===== src/rtl/banner_pkg.sv =====
// Shared constants and types for the banner row streamer: ROM geometry, FSM states
// and the compare-subtract row-index wrap helper.
package banner_pkg;

    localparam int ROW_W     = 57;
    localparam int ROM_DEPTH = 129;
    localparam int ADDR_W    = 8;

    localparam logic [ADDR_W:0] DEPTH_EXT = (ADDR_W+1)'(ROM_DEPTH);

    typedef enum logic [1:0] {
        IDLE  = 2'd0,
        ADDR  = 2'd1,
        LOAD  = 2'd2,
        SHIFT = 2'd3
    } state_t;

    // base + step, folded back into 0..ROM_DEPTH-1; valid while base + step < 2*ROM_DEPTH
    function automatic logic [ADDR_W-1:0] wrap_row(input logic [ADDR_W-1:0] base,
                                                    input logic [ADDR_W-1:0] step);
        logic [ADDR_W:0] sum;
        sum = {1'b0, base} + {1'b0, step};
        if (sum >= DEPTH_EXT) begin
            sum = sum - DEPTH_EXT;
        end
        return sum[ADDR_W-1:0];
    endfunction

endpackage


===== src/rtl/banner_row_shifter.sv =====
// Row serialiser: active shift register, prefetch hold register and column counter.
// Build option BANNER_MIRROR_EN emits each row LSB first instead of MSB first.
module banner_row_shifter
    import banner_pkg::*;
(
    input  logic             clk,
    input  logic             rst,
    input  logic             load_row,
    input  logic             load_hold,
    input  logic             accept,
    input  logic             more_rows,
    input  logic [ROW_W-1:0] rom_data,
    output logic             pix_bit,
    output logic             eol
);
    localparam int COL_W = $clog2(ROW_W);
    localparam logic [COL_W-1:0] LAST_COL = COL_W'(ROW_W - 1);

    logic [ROW_W-1:0] shift_reg;
    logic [ROW_W-1:0] hold_reg;
    logic [ROW_W-1:0] shift_next;
    logic [COL_W-1:0] col_reg;

`ifdef BANNER_MIRROR_EN
    assign pix_bit    = shift_reg[0];
    assign shift_next = {1'b0, shift_reg[ROW_W-1:1]};
`else
    assign pix_bit    = shift_reg[ROW_W-1];
    assign shift_next = {shift_reg[ROW_W-2:0], 1'b0};
`endif

    assign eol = (col_reg == LAST_COL);

    always_ff @(posedge clk or posedge rst) begin
        if (rst) begin
            shift_reg <= '0;
            hold_reg  <= '0;
            col_reg   <= '0;
        end else begin
            if (load_hold) begin
                hold_reg <= rom_data;
            end
            if (load_row) begin
                shift_reg <= rom_data;
                col_reg   <= '0;
            end else if (accept) begin
                if (eol) begin
                    // the prefetched row takes over on the same edge, so rows abut
                    col_reg <= '0;
                    if (more_rows) begin
                        shift_reg <= hold_reg;
                    end
                end else begin
                    col_reg   <= col_reg + 1'b1;
                    shift_reg <= shift_next;
                end
            end
        end
    end

endmodule


===== src/rtl/banner_row_streamer.sv =====
// Fetches WINDOW banner rows per frame from a registered ROM, streams them pixel by pixel
// and advances the scroll offset every STEP_FRAMES frames.
module banner_row_streamer
    import banner_pkg::*;
#(
    parameter int WINDOW      = 16,
    parameter int STEP_FRAMES = 4
) (
    input  logic              clk,
    input  logic              rst,
    input  logic              enable,
    output logic [ADDR_W-1:0] rom_addr,
    input  logic [ROW_W-1:0]  rom_data,
    output logic              pix_data,
    output logic              pix_valid,
    input  logic              pix_ready,
    output logic              pix_eol,
    output logic              pix_eof,
    output logic              frame_done,
    output logic [ADDR_W-1:0] scroll_offset
);
    localparam int FC_W = (STEP_FRAMES > 1) ? $clog2(STEP_FRAMES) : 1;
    localparam logic [ADDR_W:0]   WIN_EXT    = (ADDR_W+1)'(WINDOW);
    localparam logic [ADDR_W-1:0] LAST_ROW   = ADDR_W'(WINDOW - 1);
    localparam logic [ADDR_W-1:0] LAST_ADDR  = ADDR_W'(ROM_DEPTH - 1);
    localparam logic [FC_W-1:0]   LAST_FRAME = FC_W'(STEP_FRAMES - 1);
    localparam logic              MULTI_ROW  = (WINDOW > 1);

    state_t            state_reg;
    state_t            state_next;
    logic [ADDR_W-1:0] row_cnt_reg;
    logic [FC_W-1:0]   frame_cnt_reg;
    logic [ADDR_W-1:0] scroll_offset_reg;
    logic [ADDR_W-1:0] rom_addr_reg;
    logic              frame_done_reg;
    logic [1:0]        fetch_pipe_reg;

    logic              shifting;
    logic              accept;
    logic              pix_bit;
    logic              eol;
    logic              last_row;
    logic              eof_accept;
    logic              row_accept;
    logic [ADDR_W:0]   ahead2;
    logic [ADDR_W-1:0] fetch_step;
    logic              fetch_issue;
    logic [ADDR_W-1:0] offset_after;

    assign shifting   = (state_reg == SHIFT);
    assign accept     = shifting & pix_ready;
    assign last_row   = (row_cnt_reg == LAST_ROW);
    assign eof_accept = accept & eol & last_row;
    assign row_accept = accept & eol & ~last_row;

    // Prefetch runs one row ahead: LOAD fetches row 1, each row end fetches row_cnt+2
    assign ahead2      = {1'b0, row_cnt_reg} + (ADDR_W+1)'(2);
    assign fetch_step  = (state_reg == LOAD) ? ADDR_W'(1) : ahead2[ADDR_W-1:0];
    assign fetch_issue = ((state_reg == LOAD) & MULTI_ROW) | (row_accept & (ahead2 < WIN_EXT));

    always_comb begin
        offset_after = scroll_offset_reg;
        if (frame_cnt_reg == LAST_FRAME) begin
            offset_after = (scroll_offset_reg == LAST_ADDR) ? '0 : scroll_offset_reg + 1'b1;
        end
    end

    always_comb begin
        state_next = state_reg;
        case (state_reg)
            IDLE:    if (enable) state_next = ADDR;
            ADDR:    state_next = LOAD;
            LOAD:    state_next = SHIFT;
            SHIFT:   if (eof_accept) state_next = enable ? ADDR : IDLE;
            default: state_next = IDLE;
        endcase
    end

    always_ff @(posedge clk or posedge rst) begin
        if (rst) begin
            state_reg         <= IDLE;
            row_cnt_reg       <= '0;
            frame_cnt_reg     <= '0;
            scroll_offset_reg <= '0;
            rom_addr_reg      <= '0;
            frame_done_reg    <= 1'b0;
            fetch_pipe_reg    <= '0;
        end else begin
            state_reg      <= state_next;
            frame_done_reg <= eof_accept;
            fetch_pipe_reg <= {fetch_pipe_reg[0], fetch_issue};

            // first row of the next frame already uses the stepped offset
            if ((state_reg == IDLE) && enable) begin
                rom_addr_reg <= scroll_offset_reg;
            end else if (eof_accept) begin
                rom_addr_reg <= offset_after;
            end else if (fetch_issue) begin
                rom_addr_reg <= wrap_row(scroll_offset_reg, fetch_step);
            end

            if (eof_accept) begin
                row_cnt_reg       <= '0;
                frame_cnt_reg     <= (frame_cnt_reg == LAST_FRAME) ? '0 : frame_cnt_reg + 1'b1;
                scroll_offset_reg <= offset_after;
            end else if (row_accept) begin
                row_cnt_reg <= row_cnt_reg + 1'b1;
            end
        end
    end

    banner_row_shifter u_shifter (
        .clk       (clk),
        .rst       (rst),
        .load_row  (state_reg == LOAD),
        .load_hold (fetch_pipe_reg[1]),
        .accept    (accept),
        .more_rows (~last_row),
        .rom_data  (rom_data),
        .pix_bit   (pix_bit),
        .eol       (eol)
    );

    assign rom_addr      = rom_addr_reg;
    assign scroll_offset = scroll_offset_reg;
    assign frame_done    = frame_done_reg;
    assign pix_valid     = shifting;
    assign pix_data      = shifting & pix_bit;
    assign pix_eol       = shifting & eol;
    assign pix_eof       = shifting & eol & last_row;

endmodule


===== config.mk =====
export PLATFORM = sky130hd
export DESIGN_NAME = banner_row_streamer
export DESIGN_NICKNAME = d
export VERILOG_FILES = /design/src/rtl/banner_pkg.sv /design/src/rtl/banner_row_shifter.sv /design/src/rtl/banner_row_streamer.sv
export SDC_FILE = /design/constraint.sdc
export NUM_CORES = 1
export LEC_CHECK = 0
export ABC_AREA = 1
export CAP_MARGIN = 10
export CORE_AREA = 4 4 191 193
export CTS_CLUSTER_DIAMETER = 100
export DETAILED_ROUTE_END_ITERATION = 7
export DIE_AREA = 0 0 195 197
export MAX_ROUTING_LAYER = met4
export SYNTH_ARGS = -nofsm -noshare
export SYNTH_HDL_FRONTEND = slang
export SYNTH_HIERARCHICAL = 1
export SYNTH_SLANG_ARGS = --single-unit
export TNS_END_PERCENT = 20

===== constraint.sdc =====
create_clock -name clk -period 6.7 [get_ports clk]
set_input_delay 0.67 -clock clk [delete_from_list [all_inputs] [get_ports clk]]
set_output_delay 0.67 -clock clk [all_outputs]
set_load 0.03 [all_outputs]

Word level (Yosys, flattened, before mapping)

Index checks and enable logic that the tools add are counted.

Add/subtract/negate cells: 7
Magnitude comparators: 2
Eq/ne operators: 10
Mux-type cells: 21
Bitwise operators: 10
Reductions and logical operators: 7

Operators by type and width:

| operator                                                    | number |
|---|---|
| two-way mux 57 bit                                          | 4 |
| two-way mux 8 bit                                           | 9 |
| two-way mux 6 bit                                           | 3 |
| adder 8 x 1 -> 8 bit (second input constant)                | 2 |
| adder 8 x 2 -> 9 bit (second input constant)                | 1 |
| adder 8 x 8 -> 9 bit                                        | 1 |
| >= comparator 9 x 8 -> 1 bit (second input constant)        | 1 |
| less-than comparator 9 x 5 -> 1 bit (second input constant) | 1 |
| AND 1 bit                                                   | 8 |
| == test 8 x 4 -> 1 bit (second input constant)              | 1 |
| == test 8 bit (second input constant)                       | 1 |
| case mux 2 bit (4 select lines)                             | 1 |
| subtractor 8 bit (second input constant)                    | 1 |
| adder 6 x 1 -> 6 bit (second input constant)                | 1 |
| == test 2 bit (second input constant)                       | 3 |
| == test 6 bit (second input constant)                       | 1 |
| two-way mux 2 bit                                           | 3 |
| AND reduction 2 bit                                         | 2 |
| nonzero test 2 bit                                          | 2 |
| != test 3 x 2 -> 1 bit (second input constant)              | 1 |
| nonzero test 3 bit                                          | 1 |
| adder 2 x 1 -> 2 bit (second input constant)                | 1 |
| == test 2 x 1 -> 1 bit (second input constant)              | 1 |
| logical NOT 2 bit                                           | 1 |
| 6 further kinds                                             | 6 |

Flip-flop bits (word level): 151
Input bits: 61

Longest topological paths before layout

Gate-level depths: netlist (run 1).

Depth after elaboration: 9
Gate-level depth with buffers: 23
Depth with buffers taken out: 23

By module

The synthesis (run 1) kept the hierarchy.

By module, submodules not included:

| module              | instances | cells an instance | area an instance (um^2) |
|---|---|---|---|
| banner_row_shifter  | 1         | 679               | 5,993.2 |
| banner_row_streamer | 1         | 380               | 2,621.3 |

Worst setup path before layout (run 1)

Ideal clock, no wire load.

Kind: flip-flop to flip-flop
Start point: register state_reg[0]
End point: register rom_addr_reg[4], in the netlist rom_addr[4]
Setup time: 117 ps
Data arrival time: 2,874 ps
Required time: 6,583 ps
Setup slack: 3,709 ps
Cell stages (with the launch flop): 22
Period minus slack after synthesis: 2,991 ps
Cells stage by stage: dfrtp_1 -> inv_1 -> ha_1 -> clkbuf_1 -> inv_1 -> nand2_1 -> ha_1 -> fa_1 -> inv_1 -> nand2_1 -> a21oi_1 -> nand3_1 -> nor2_2 -> nand3_1 -> nand2_2 -> nand3_2 -> nand2_1 -> nand2_1 -> nand2_1 -> nand2_1 -> nand2_1 -> nand2_1

Cells in the longest elaborated chain, start to end: 8
Elaborated cells between the ends (all ways): 19
Those cells by class: add/sub (2); order compare (1); eq/ne (2); mux (5); bitwise (6); reduce/logical (3)

Ends and longest elaborated chain:

| item                                                                    | RTL line                                             | RTL |
|---|---|---|
| start: declaration                                                      | banner_row_streamer.sv:29                            | `state_t state_reg;` |
| start signal: assignment                                                | banner_row_streamer.sv:89                            | `state_reg <= state_next;` |
| == test 2 bit                                                           | banner_row_streamer.sv:58, banner_row_streamer.sv:59 |  |
| two-way mux 8 bit                                                       | banner_row_streamer.sv:58                            | `assign fetch_step = (state_reg == LOAD) ? ADDR_W'(1) : ahead2[ADDR_W-1:0];` |
| adder 8 x 8 -> 9 bit                                                    | banner_pkg.sv:22                                     | `sum = {1'b0, base} + {1'b0, step};` |
| subtractor 8 bit / >= comparator 9 x 8 -> 1 bit (equally long branches) | banner_pkg.sv:24, banner_pkg.sv:23                   |  |
| two-way mux 8 bit                                                       | banner_pkg.sv:23                                     | `if (sum >= DEPTH_EXT) begin` |
| two-way mux 8 bit                                                       | banner_row_streamer.sv:98                            | `end else if (fetch_issue) begin` |
| two-way mux 8 bit                                                       | banner_row_streamer.sv:96                            | `end else if (eof_accept) begin` |
| two-way mux 8 bit                                                       | banner_row_streamer.sv:94                            | `if ((state_reg == IDLE) && enable) begin` |
| end signal: assignment                                                  | banner_row_streamer.sv:95                            | `rom_addr_reg <= scroll_offset_reg;` |
| end signal: assignment                                                  | banner_row_streamer.sv:97                            | `rom_addr_reg <= offset_after;` |
| end signal: assignment                                                  | banner_row_streamer.sv:99                            | `rom_addr_reg <= wrap_row(scroll_offset_reg, fetch_step);` |
| end: declaration                                                        | banner_row_streamer.sv:34                            | `logic [ADDR_W-1:0] rom_addr_reg;` |

Several ways; a longest one is shown, not always the timed one. The select of a mux whose other input is x is not followed.
A chain may end at the register's enable or synchronous reset.

Final worst setup path (run 1)

Start point: register u_shifter.col_reg[0]
End point: output port pix_eof

Cells in the longest elaborated chain, start to end: 3

Ends and longest elaborated chain:

| item                     | RTL line                   | RTL |
|---|---|---|
| start: declaration       | banner_row_shifter.sv:22   | `logic [COL_W-1:0] col_reg;` |
| start signal: assignment | banner_row_shifter.sv:54   | `col_reg <= col_reg + 1'b1;` |
| == test 6 bit            | banner_row_shifter.sv:32   | `assign eol = (col_reg == LAST_COL);` |
| net eol                  | banner_row_streamer.sv:41  | `logic eol;` |
| AND 1 bit (2 in a row)   | banner_row_streamer.sv:130 | `assign pix_eof = shifting & eol & last_row;` |
| end: declaration         | banner_row_streamer.sv:18  | `output logic pix_eof,` |

The timed path passes the listed nets, and every way through them passes these cells.

==> qor.yml, run 1 <==
setup_path:
  rrSetupSlack_ps: 2750
  crit_type: "reg -> out"
  startpoint: "u_shifter/col_reg[0]"
  cp-end-kind: "primary output"
  cp_max_fo: 43
  startpoint_type: "flip-flop"
  crit_arrival_ps: 3420
  r2r_cells: 19
  regToRegStartpoint: "state_reg[0]"
  r2r_end: "rom_addr[4]"
  crit_required_ps: 6030
power_and_ir_drop:
  vdd_drop_max_mv: 0.272
  power_density_nw_per_um2: 429
  p_leak_nw: 4.88
sta:
  tns_ps: 0
  fin_crit_sh_pct: 61.0
  finClkSkew_ps: 11.0
  rsz0062_at_grt: "no"
  final_max_slew_viol_count: 0
  hold_violations: 0
  min_period_ps: 4090
  timing.fmax_mhz: 245
  setup_viol_count_final: 0
  worst_pin_slew_ps: 1260
  slew_headroom_pct: 16.1
yosys:
  yosysTopAreaCell: "dfrtp_1"
  synthCells: 1059
  synth_top_family_by_area: "simple AND/OR/NAND/NOR gates"
  synthAdderAreaFrac_pct: 3.28
  synth.distinct_cells: 44
  syn_area_per_cell_um2: 8.13
  yosys-top-cells-count: "354 x nand2_1, 151 x dfrtp_1, 151 x nand3_1"
  synth_area_um2: 8610
  yosysWarnings: 6
  synthFlopType: "dfrtp_1"
  synth.ff_latch_count: 151
  ys_seq_area_share_pct: 43.9
  synthSimpleGateAreaFrac_pct: 33.3
  synth_mux_area_share_pct: 7.45
  synth_enable_flop_cells: 0
  synthTopCellsByArea: "dfrtp_1 44%, nand2_1 15%, nand3_1 8.8%"
  synth_compound_area_share_pct: 3.06
  yosysMostFrequentCell: "nand2_1"
  post-synth-top-area-fraction_pct: 43.9
  synth_xor_area_share_pct: 1.53
  syn-num-nets: 1142
  async_reset_ff_share_pct: 100
detailed_routing:
  route.met2.wl_mm: 10.5
  route.detailed.drc: 0
  dr_total_vias: 7401
  wl_mm: 23.0
  antenna_left: 0
  routed.top_layer: "met4"
  met1_length_mm: 11.0
  met3_length_mm: 1.33
  wl_per_cell_um: 14.6
  viasPerCell: 4.69
  first_pass_iters: 6
  detail_route.iter0.violations: 490
floorplanning:
  die_w_um: 195
  start_util_pct: 24.9
  fp.coreArea_um2: 34500
  die-area_um2: 38400
  io_pins: 82
  row_count: 68
  die_h_um: 197
min_path:
  holdPathEnd: "fetch_pipe_reg[1]"
  hold_start: "fetch_pipe_reg[0]"
  hp-class: "reg -> reg"
  whs_path_depth: 0
cells_and_area:
  finalNetCount: 1190
  drive_gt1_share_pct: 12.4
  area_delta_synth_final_pct: 19.9
  fin_cells: 1578
  n_fill_cell: 3705
place:
  portBuffers: 81
  dp_cells: 1543
  gp_congestion: 0.874
  dpl.hpwl_mm: 14.5
grt:
  grt_pass1_vias: 7233
  grt_pass1_wl_mm: 38.3
  grt_overflow: 0
  antenna_found_initial: 3
  grt_max_degree: 117
  grt_util_all_layers_pct: 12.4
clocking:
  cts.sinks: 151
  cts-resized-gates: 0
  clk_latency_ps: 430
  ctsLongestPathBuffers: 2
  tritoncts: "built"
  cts_hold_buf: 0
  clk_pin_slew_ps: 70
  htreeDepth: 4
  cts_inserted_buffers: 17
  root_buffer: "clkbuf_16"
  cts_setup_buffers: 0
flow_run:
  drv_cap: 0
status:
  status: "completed"
worst max-delay path, stage by stage, from the launching register on:
cell and delay (ps):
dfrtp_1 380, inv_1 130, ha_1 160, nand2_1 80, nor2_4 350, buf_4 520
nand2_2 90, inv_1 160, nand2_1 210, nor2_8 190, clkdlybuf4s50_1 690
logic make-up after synthesis:
group / count (synthesis)
adder cells (fa/ha/maj): 22
AND/OR/NAND/NOR: 633
flip-flops: 151
buffers and inverters: 134
XOR/XNOR: 15
AO/OA/AOI/OAI: 47
multiplexers: 57
worst max path at each step:
| stage | end | depth (start not counted) | slack (ps) |
|---|---|---|---|
| global placement | rom_addr[6] | 19 | 2840 |
| floorplan | u_shifter/col_reg[0] | 1 | 2840 |
| CTS | pix_eof | 10 | 2570 |
| finish | pix_eof | 10 | 2610 |
| detailed placement | rom_addr[4] | 19 | 2750 |
| global route | rom_addr[6] | 19 | 2280 |
power breakdown:
part	switching, mW	internal [mW]	leakage (nW)	total [mW]
Combinational	1.21	0.730	2.73	1.94
Clock	0.441	0.567	0.295	1.01
Sequential	0.195	1.29	1.86	1.48
through the flow:
step	hold WS [ps]	total power, mW	util [%]	cell area (um2)	setup slack [ps]
CTS	344	4.48	29.9	10300	2570
global route	349	4.82	29.9	10300	2280
global placement	332	3.40	28.1	9720	2840
detailed placement	336	3.44	28.1	9720	2750
finish	343	4.43	29.9	10300	2610
floorplan	331	3.01	-	8610	2840
layout make-up:
| class | instances | area (um2) | area share (%) |
|---|---|---|---|
| clock inverters | 15 | 184 | 1.78 |
| well taps | 455 | 569 | 5.51 |
| repair buffers | 89 | 871 | 8.43 |
| multi-input cells | 774 | 4190 | 40.6 |
| flip-flops and latches | 151 | 3780 | 36.6 |
| clock buffers | 17 | 425 | 4.12 |
| diodes | 3 | 7.51 | 0.0727 |
| inverters | 74 | 302 | 2.92 |
cell usage in the layout (no fill, tap or decap), types with 3 or more instances in the layout:
cell             netlist  routed
nor2_1                32      32
nand2_2                3       3
o21ai_1                5       5
nand2_1              354     354
clkdlybuf4s50_1        0      81
nand3_1              151     151
inv_1                 50      49
dfrtp_1              151     150
buf_4                 14       8
o22ai_1                5       5
o21ai_0               15      15
clkbuf_16              0      17
xor2_1                 9       9
inv_2                 17      16
diode_2                0       3
a21oi_1               15      15
mux2_2                57      57
inv_8                  0       5
nand3_2                3       3
nand4_1               69      69
clkinv_1               4       4
inv_6                  0       4
xnor2_1                6       6
nor2_4                 2       3
clkinv_4               1       3
nor3_1                 6       6
ha_1                  21      20
routing by layer:
layer,GRT usage (%),vias up
li1,-,3622
met1,16.7,3577
met2,18.9,182
met3,3.32,20
met4,2.72,0
met5,-,-
No activity file was read; power rests on OpenSTA's default activity.
==> inputs of run 2 (changes only) <==
==> constraint.sdc (replaced) <==
create_clock -name clk -period 4.3 [get_ports clk]
set_input_delay 0.43 -clock clk [delete_from_list [all_inputs] [get_ports clk]]
set_output_delay 0.43 -clock clk [all_outputs]
set_load 0.03 [all_outputs]
==> run 2 against run 1 <==
Flip-flop and latch count is the same. First-iteration DRC count down 5.9%. Wire length down 0.67%. Clock power is 42% higher. Power is 53% higher. Global-route usage up 0.16 points. Non-clock buffer count is 3 higher. Final area decreased by 0.16%. Utilization is essentially flat. Combinational power rose by 54%. Critical path depth grew 9. Critical endpoint is now rom_addr[4].
==> qor.yml, run 2 (same netlist as run 1, synthesis figures left out) <==
setup_path:
  cp_max_fo: 61  # +42%
  crit_arrival_ps: 3500  # +80 ps
  crit_top_cell: "nand2_1"
  crit_required_ps: 4620  # -1410 ps
  endpoint: "rom_addr[4]"
  critPathSlowestCell: "buf_4"
  slowest_delay_ps: 570  # -120 ps
  regToRegStartpoint: "state_reg[0]"
  cp-end-kind: "flip-flop"
  path_cells: "inv_1 -> ha_2 -> buf_4 -> nor2_1 -> ha_1 -> nand2_1 -> nor2_1 -> nor2_1 -> nand2_1 -> nand2_1 -> nand2_1 -> nand2_2 -> nand3_2 -> nand2_1 -> nand2_1 -> nand2_1 -> nand2_1 -> nand2_1 -> nand2_1"
  rrSetupSlack_ps: 1120  # -1630 ps
  crit_type: "reg -> reg"
  startpoint: "state_reg[0]"
  r2r_cells: 19  # unchanged
  r2r_end: "rom_addr[4]"
  startpoint_type: "flip-flop"
clocking:
  cts.sinks: 151  # unchanged
  root_buffer: "clkbuf_16"
  tritoncts: "built"
  ctsLongestPathBuffers: 2  # unchanged
  clk_latency_ps: 430  # about the same
  cts_inserted_buffers: 17  # unchanged
  cts_setup_buffers: 0  # unchanged
  htreeDepth: 4  # unchanged
  cts_hold_buf: 0  # unchanged
  cts-resized-gates: 0  # unchanged
  clk_pin_slew_ps: 70  # about the same
place:
  dpl.hpwl_mm: 14.5  # +0.65%
  portBuffers: 81  # unchanged
  post_dp_cell_area_um2: 9760  # +0.49%
  dp_cells: 1546  # +0.19%
  gp_congestion: 0.865  # -1.1%
cells_and_area:
  finalNetCount: 1193  # +0.25%
  final_area_um2: 10300  # -0.16%
  n_fill_cell: 3774  # +1.9%
  multiInputGateArea_um2: 4190  # unchanged
  fin_cells: 1581  # +0.19%
  drive_gt1_share_pct: 12.6  # +0.14 points
  regArea_um2: 3780  # unchanged
  layout_commonest_cell: "nand2_1"
  final_cell_mix: "354 x nand2_1, 151 x nand3_1, 150 x dfrtp_1, 81 x clkdlybuf4s50_1, 69 x nand4_1"
  area_delta_synth_final_pct: 19.8
grt:
  grt-busiest-layer: "met2"
  use_met1_pct: 17.0  # +0.30 points
  grt_overflow: 0  # unchanged
  grt_use_met2_pct: 19.0  # +0.14 points
  antenna_found_initial: 3  # unchanged
  grt_max_degree: 84  # -28%
  grt_util_all_layers_pct: 12.6  # +0.16 points
  grt_pass1_vias: 7423  # +2.6%
  grt_use_met3_pct: 3.18  # -0.14 points
  grt_pass1_wl_mm: 38.7  # +1.2%
power_and_ir_drop:
  switching_power_mw: 2.86  # +55%
  power_density_nw_per_um2: 657  # +53%
  p_comb_share_pct: 43.9  # about the same
  seqPwrFrac_pct: 35.1  # +1.6 points
  vdd_drop_max_mv: 0.338  # +24%
  sw_frac_of_total_pct: 42.1  # +0.51 points
  power_frac_clock_pct: 21.0  # -1.8 points
  p_leak_nw: 4.86  # -0.43%
  p_int_mw: 3.92  # +52%
detailed_routing:
  wl_per_cell_um: 14.5  # -0.86%
  route.detailed.drc: 0  # unchanged
  viasPerCell: 4.63  # -1.3%
  dr_total_vias: 7317  # -1.1%
  antenna_left: 0  # unchanged
  wl_mm: 22.9  # -0.67%
  detail_route.iter0.violations: 461  # -5.9%
  first_pass_iters: 5  # -1
sta:
  worst_pin_slew_ps: 1030  # -231 ps
  setup_viol_count_final: 0  # unchanged
  final_max_slew_viol_count: 0  # unchanged
  finClkSkew_ps: 9.46  # -1.51 ps
  tns_ps: 0  # unchanged
  fin_crit_sh_pct: 73.9
  slew_headroom_pct: 31.5  # +15 points
  min_period_ps: 3180
  rsz0062_at_grt: "no"
  hold_ws_ps: 349  # +6.44 ps
  hold_violations: 0  # unchanged
  timing.fmax_mhz: 314
min_path:
  whs_path_depth: 0  # unchanged
  hp-class: "reg -> reg"
floorplanning:
  fp.coreArea_um2: 34500  # unchanged
  start_util_pct: 24.9  # unchanged
  die-area_um2: 38400  # unchanged
  io_pins: 82  # unchanged
  die_w_um: 195  # unchanged
  row_count: 68  # unchanged
  die_h_um: 197  # unchanged
flow_run:
  drv_cap: 0  # unchanged
status:
  status: "completed"
-- run 2: layout make-up --
type,instances,area share (%)
sequential,151,36.6
tap,455,5.52
antenna,3,0.0728
multi-input combinational,774,40.7
inverter,74,2.92
timing repair buffer,92,8.90
clock inverter,14,1.13
clock buffer,18,4.16
-- run 2: layer usage --
layer / share of wire (%) / vias up / routed length [um]
met5: 0 / - / 0
met4: 1.1 / 0 / 257
met3: 5.2 / 19 / 1180
met2: 44 / 161 / 10200
met1: 49 / 3507 / 11300
li1: - / 3630 / -
-- run 2: power groups by stage --
stage          logic, mW  clock network [mW]  registers [mW]
5_1_grt             3.41                1.53            2.45
3_3_place_gp        2.96                   0            2.38
4_1_cts             3.01                1.46            2.38
3_5_place_dp        2.99                   0            2.40
2_1_floorplan       2.37                   0            2.33
6_report            2.98                1.43            2.38
-- run 2: how the worst min path moves through the flow --
stage	start	to
2_1_floorplan	fetch_pipe_reg[0]	fetch_pipe_reg[1]
4_1_cts	fetch_pipe_reg[0]	fetch_pipe_reg[1]
3_3_place_gp	fetch_pipe_reg[0]	fetch_pipe_reg[1]
5_1_grt	fetch_pipe_reg[0]	fetch_pipe_reg[1]
6_report	fetch_pipe_reg[0]	fetch_pipe_reg[1]
3_5_place_dp	fetch_pipe_reg[0]	fetch_pipe_reg[1]
-- run 2: per-stage QoR --
| step | util, % | power, mW | setup WS (ps) |
|---|---|---|---|
| after floorplan | - | 4.70 | 684 |
| after global placement | 28.3 | 5.34 | 1140 |
| after detailed placement | 28.3 | 5.39 | 1090 |
| after CTS | 29.8 | 6.85 | 1090 |
| after global routing | 29.9 | 7.39 | 680 |
| final | 29.9 | 6.78 | 1120 |
-- run 2: worst max-delay path, delay by kind of cell, from the launching register on --
kind          cells  cell delay [ps]
fa+ha+maj         2              630
flops             1              380
buf+inv           2              710
simple gates     15             1330
==> inputs of run 3 (changes only) <==
==> constraint.sdc (replaced) <==
create_clock -name clk -period 3.3 [get_ports clk]
set_input_delay 0.33 -clock clk [delete_from_list [all_inputs] [get_ports clk]]
set_output_delay 0.33 -clock clk [all_outputs]
set_load 0.03 [all_outputs]
==> run 3 against run 2 <==
Maximum frequency rose by 5.5%. Clock skew rose by 15 ps. Non-clock buffer count rose by 3. Critical endpoint unchanged. Count of clock-buffer cells in the layout did not move. Via count rose by 1.8%. Critical path depth rose by 1. Combinational power rose by 34%. First-iteration DRC count fell by 21%.
==> qor.yml, run 3 (same netlist as run 1, synthesis figures left out) <==
status:
  status: "completed"
cells_and_area:
  drive_gt1_share_pct: 13.3  # +0.77 points
  regArea_um2: 3780  # unchanged
  area_delta_synth_final_pct: 21.4
  fin_cells: 1584  # +0.19%
  layout_commonest_cell: "nand2_1"
  finalNetCount: 1196  # +0.25%
  final_area_um2: 10500  # +1.4%
  n_fill_cell: 3692  # -2.2%
  multiInputGateArea_um2: 4220  # +0.57%
  final_cell_mix: "354 x nand2_1, 150 x nand3_1, 150 x dfrtp_1, 79 x clkdlybuf4s50_1, 69 x nand4_1"
setup_path:
  startpoint_type: "flip-flop"
  endpoint: "rom_addr[4]"
  cp_max_fo: 9  # -85%
  cp-end-kind: "flip-flop"
  r2r_cells: 20  # +1
  crit_type: "reg -> reg"
  rrSetupSlack_ps: 290  # -830 ps
  r2r_end: "rom_addr[4]"
  startpoint: "state_reg[0]"
  crit_required_ps: 3610  # -1010 ps
  crit_arrival_ps: 3320  # -180 ps
  regToRegStartpoint: "state_reg[0]"
clocking:
  tritoncts: "built"
  cts_inserted_buffers: 17  # unchanged
  ctsLongestPathBuffers: 2  # unchanged
  root_buffer: "clkbuf_16"
  cts.sinks: 151  # unchanged
  clk_latency_ps: 430  # about the same
  clk_pin_slew_ps: 60  # about the same
  htreeDepth: 4  # unchanged
place:
  portBuffers: 81  # unchanged
  gp_congestion: 0.875  # +1.2%
  post_dp_cell_area_um2: 9820  # +0.63%
  pre_cts_ws_ps: 79.0  # -1010 ps
  dp_cells: 1548  # +0.13%
  dpl.hpwl_mm: 14.5  # -0.15%
sta:
  min_period_ps: 3010  # -165 ps
  tns_ps: 0  # unchanged
  hold_violations: 0  # unchanged
  fin_crit_sh_pct: 91.4  # +17 points
  slew_headroom_pct: 40.4  # +8.9 points
  worst_pin_slew_ps: 892  # -135 ps
  setup_viol_count_final: 0  # unchanged
  final_max_slew_viol_count: 0  # unchanged
  timing.fmax_mhz: 332  # +5.5%
  finClkSkew_ps: 24.5  # +15.0 ps
  hold_ws_ps: 354  # +4.58 ps
  setup_ws_ps: 285  # -835 ps
grt:
  antenna_found_initial: 3  # unchanged
  grt_max_degree: 117  # +39%
  grt_pass1_vias: 7641  # +2.9%
  grt_util_all_layers_pct: 12.7  # +0.080 points
  grt_pass1_wl_mm: 39.3  # +1.4%
  grt_overflow: 0  # unchanged
floorplanning:
  row_count: 68  # unchanged
  die_h_um: 197  # unchanged
  fp.coreArea_um2: 34500  # unchanged
  io_pins: 82  # unchanged
  start_util_pct: 24.9  # unchanged
  die-area_um2: 38400  # unchanged
  die_w_um: 195  # unchanged
detailed_routing:
  wl_mm: 23.0  # +0.41%
  viasPerCell: 4.70  # +1.6%
  route.met2.wl_mm: 10.7  # +5.2%
  met1_length_mm: 10.9  # -2.9%
  detail_route.iter0.violations: 363  # -21%
  first_pass_iters: 7  # +2
  antenna_left: 0  # unchanged
  routed.top_layer: "met4"
  route.detailed.drc: 0  # unchanged
  dr_total_vias: 7446  # +1.8%
  met3_length_mm: 1.20  # +1.8%
  wl_per_cell_um: 14.5  # +0.22%
power_and_ir_drop:
  vdd_drop_max_mv: 0.440  # +30%
  p_leak_nw: 4.92  # +1.4%
  power_density_nw_per_um2: 864  # +31%
min_path:
  hp-class: "reg -> reg"
flow_run:
  drv_cap: 0  # unchanged
==> run 3: cell count changes in the layout (fill, tap and decap cells not counted), sizes merged <==
cell	change
buf	+5
clkinvlp	-3
clkdlybuf4s50	-2
inv	+2
bufinv	+1
==> run 3: per-stage QoR <==
stage                     total power, mW  util (%)
after global routing                 9.87      30.3
after floorplan                      6.12         -
final                                9.03      30.3
after global placement               7.01      28.4
after CTS                            9.12      30.2
after detailed placement             7.09      28.4
==> run 3: layout make-up <==
type / instances / share of cell area (%)
Timing Repair Buffer: 95 / 9.43
Sequential cell: 151 / 36.1
Clock buffer: 18 / 4.20
Clock inverter: 14 / 1.47
Tap cell: 455 / 5.44
Inverter: 74 / 2.90
Multi-Input combinational cell: 774 / 40.3
Antenna cell: 3 / 0.0718
==> run 3: how the worst min path moves through the flow <==
stage,cells after the start,startpoint,to
finish,0,fetch_pipe_reg[0],fetch_pipe_reg[1]
floorplan,0,fetch_pipe_reg[0],fetch_pipe_reg[1]
detailed placement,0,fetch_pipe_reg[0],fetch_pipe_reg[1]
global placement,0,fetch_pipe_reg[0],fetch_pipe_reg[1]
global route,0,fetch_pipe_reg[0],fetch_pipe_reg[1]
CTS,0,fetch_pipe_reg[0],fetch_pipe_reg[1]
==> run 3: repair_timing <==
item | CTS | global route
hold buffers | 0 | 0
gates resized for setup | 0 | 5
setup buffers | 0 | 1
setup endpoints to repair | 0 | 8
==> run 3: worst max-delay path: stages, from the launching register on <==
cell and delay [ps]:
dfrtp_1 390, inv_2 120, ha_4 200, inv_1 90, nand2_1 80, ha_1 190, fa_1 430, inv_1 130
nand2_1 80, a21oi_2 150, nand3_1 110, nor2_2 140, nand3_2 120, nand2_4 130, nand3_2 170, nand2_1 100
nand2_1 60, nand2_1 60, nand2_1 50, nand2_1 50, nand2_1 50
==> run 3: report_power, final <==
part           switching [mW]  total (mW)  internal (mW)
Combinational            2.43        3.99           1.56
Clock                   0.883        1.98           1.09
Sequential              0.451        3.07           2.61
==> run 3: metal layers <==
layer  global-route usage (%)  up-vias
met5                        -        -
met4                     2.25        0
met3                     3.40        8
met2                     20.7      149
met1                     16.1     3654
li1                         -     3635
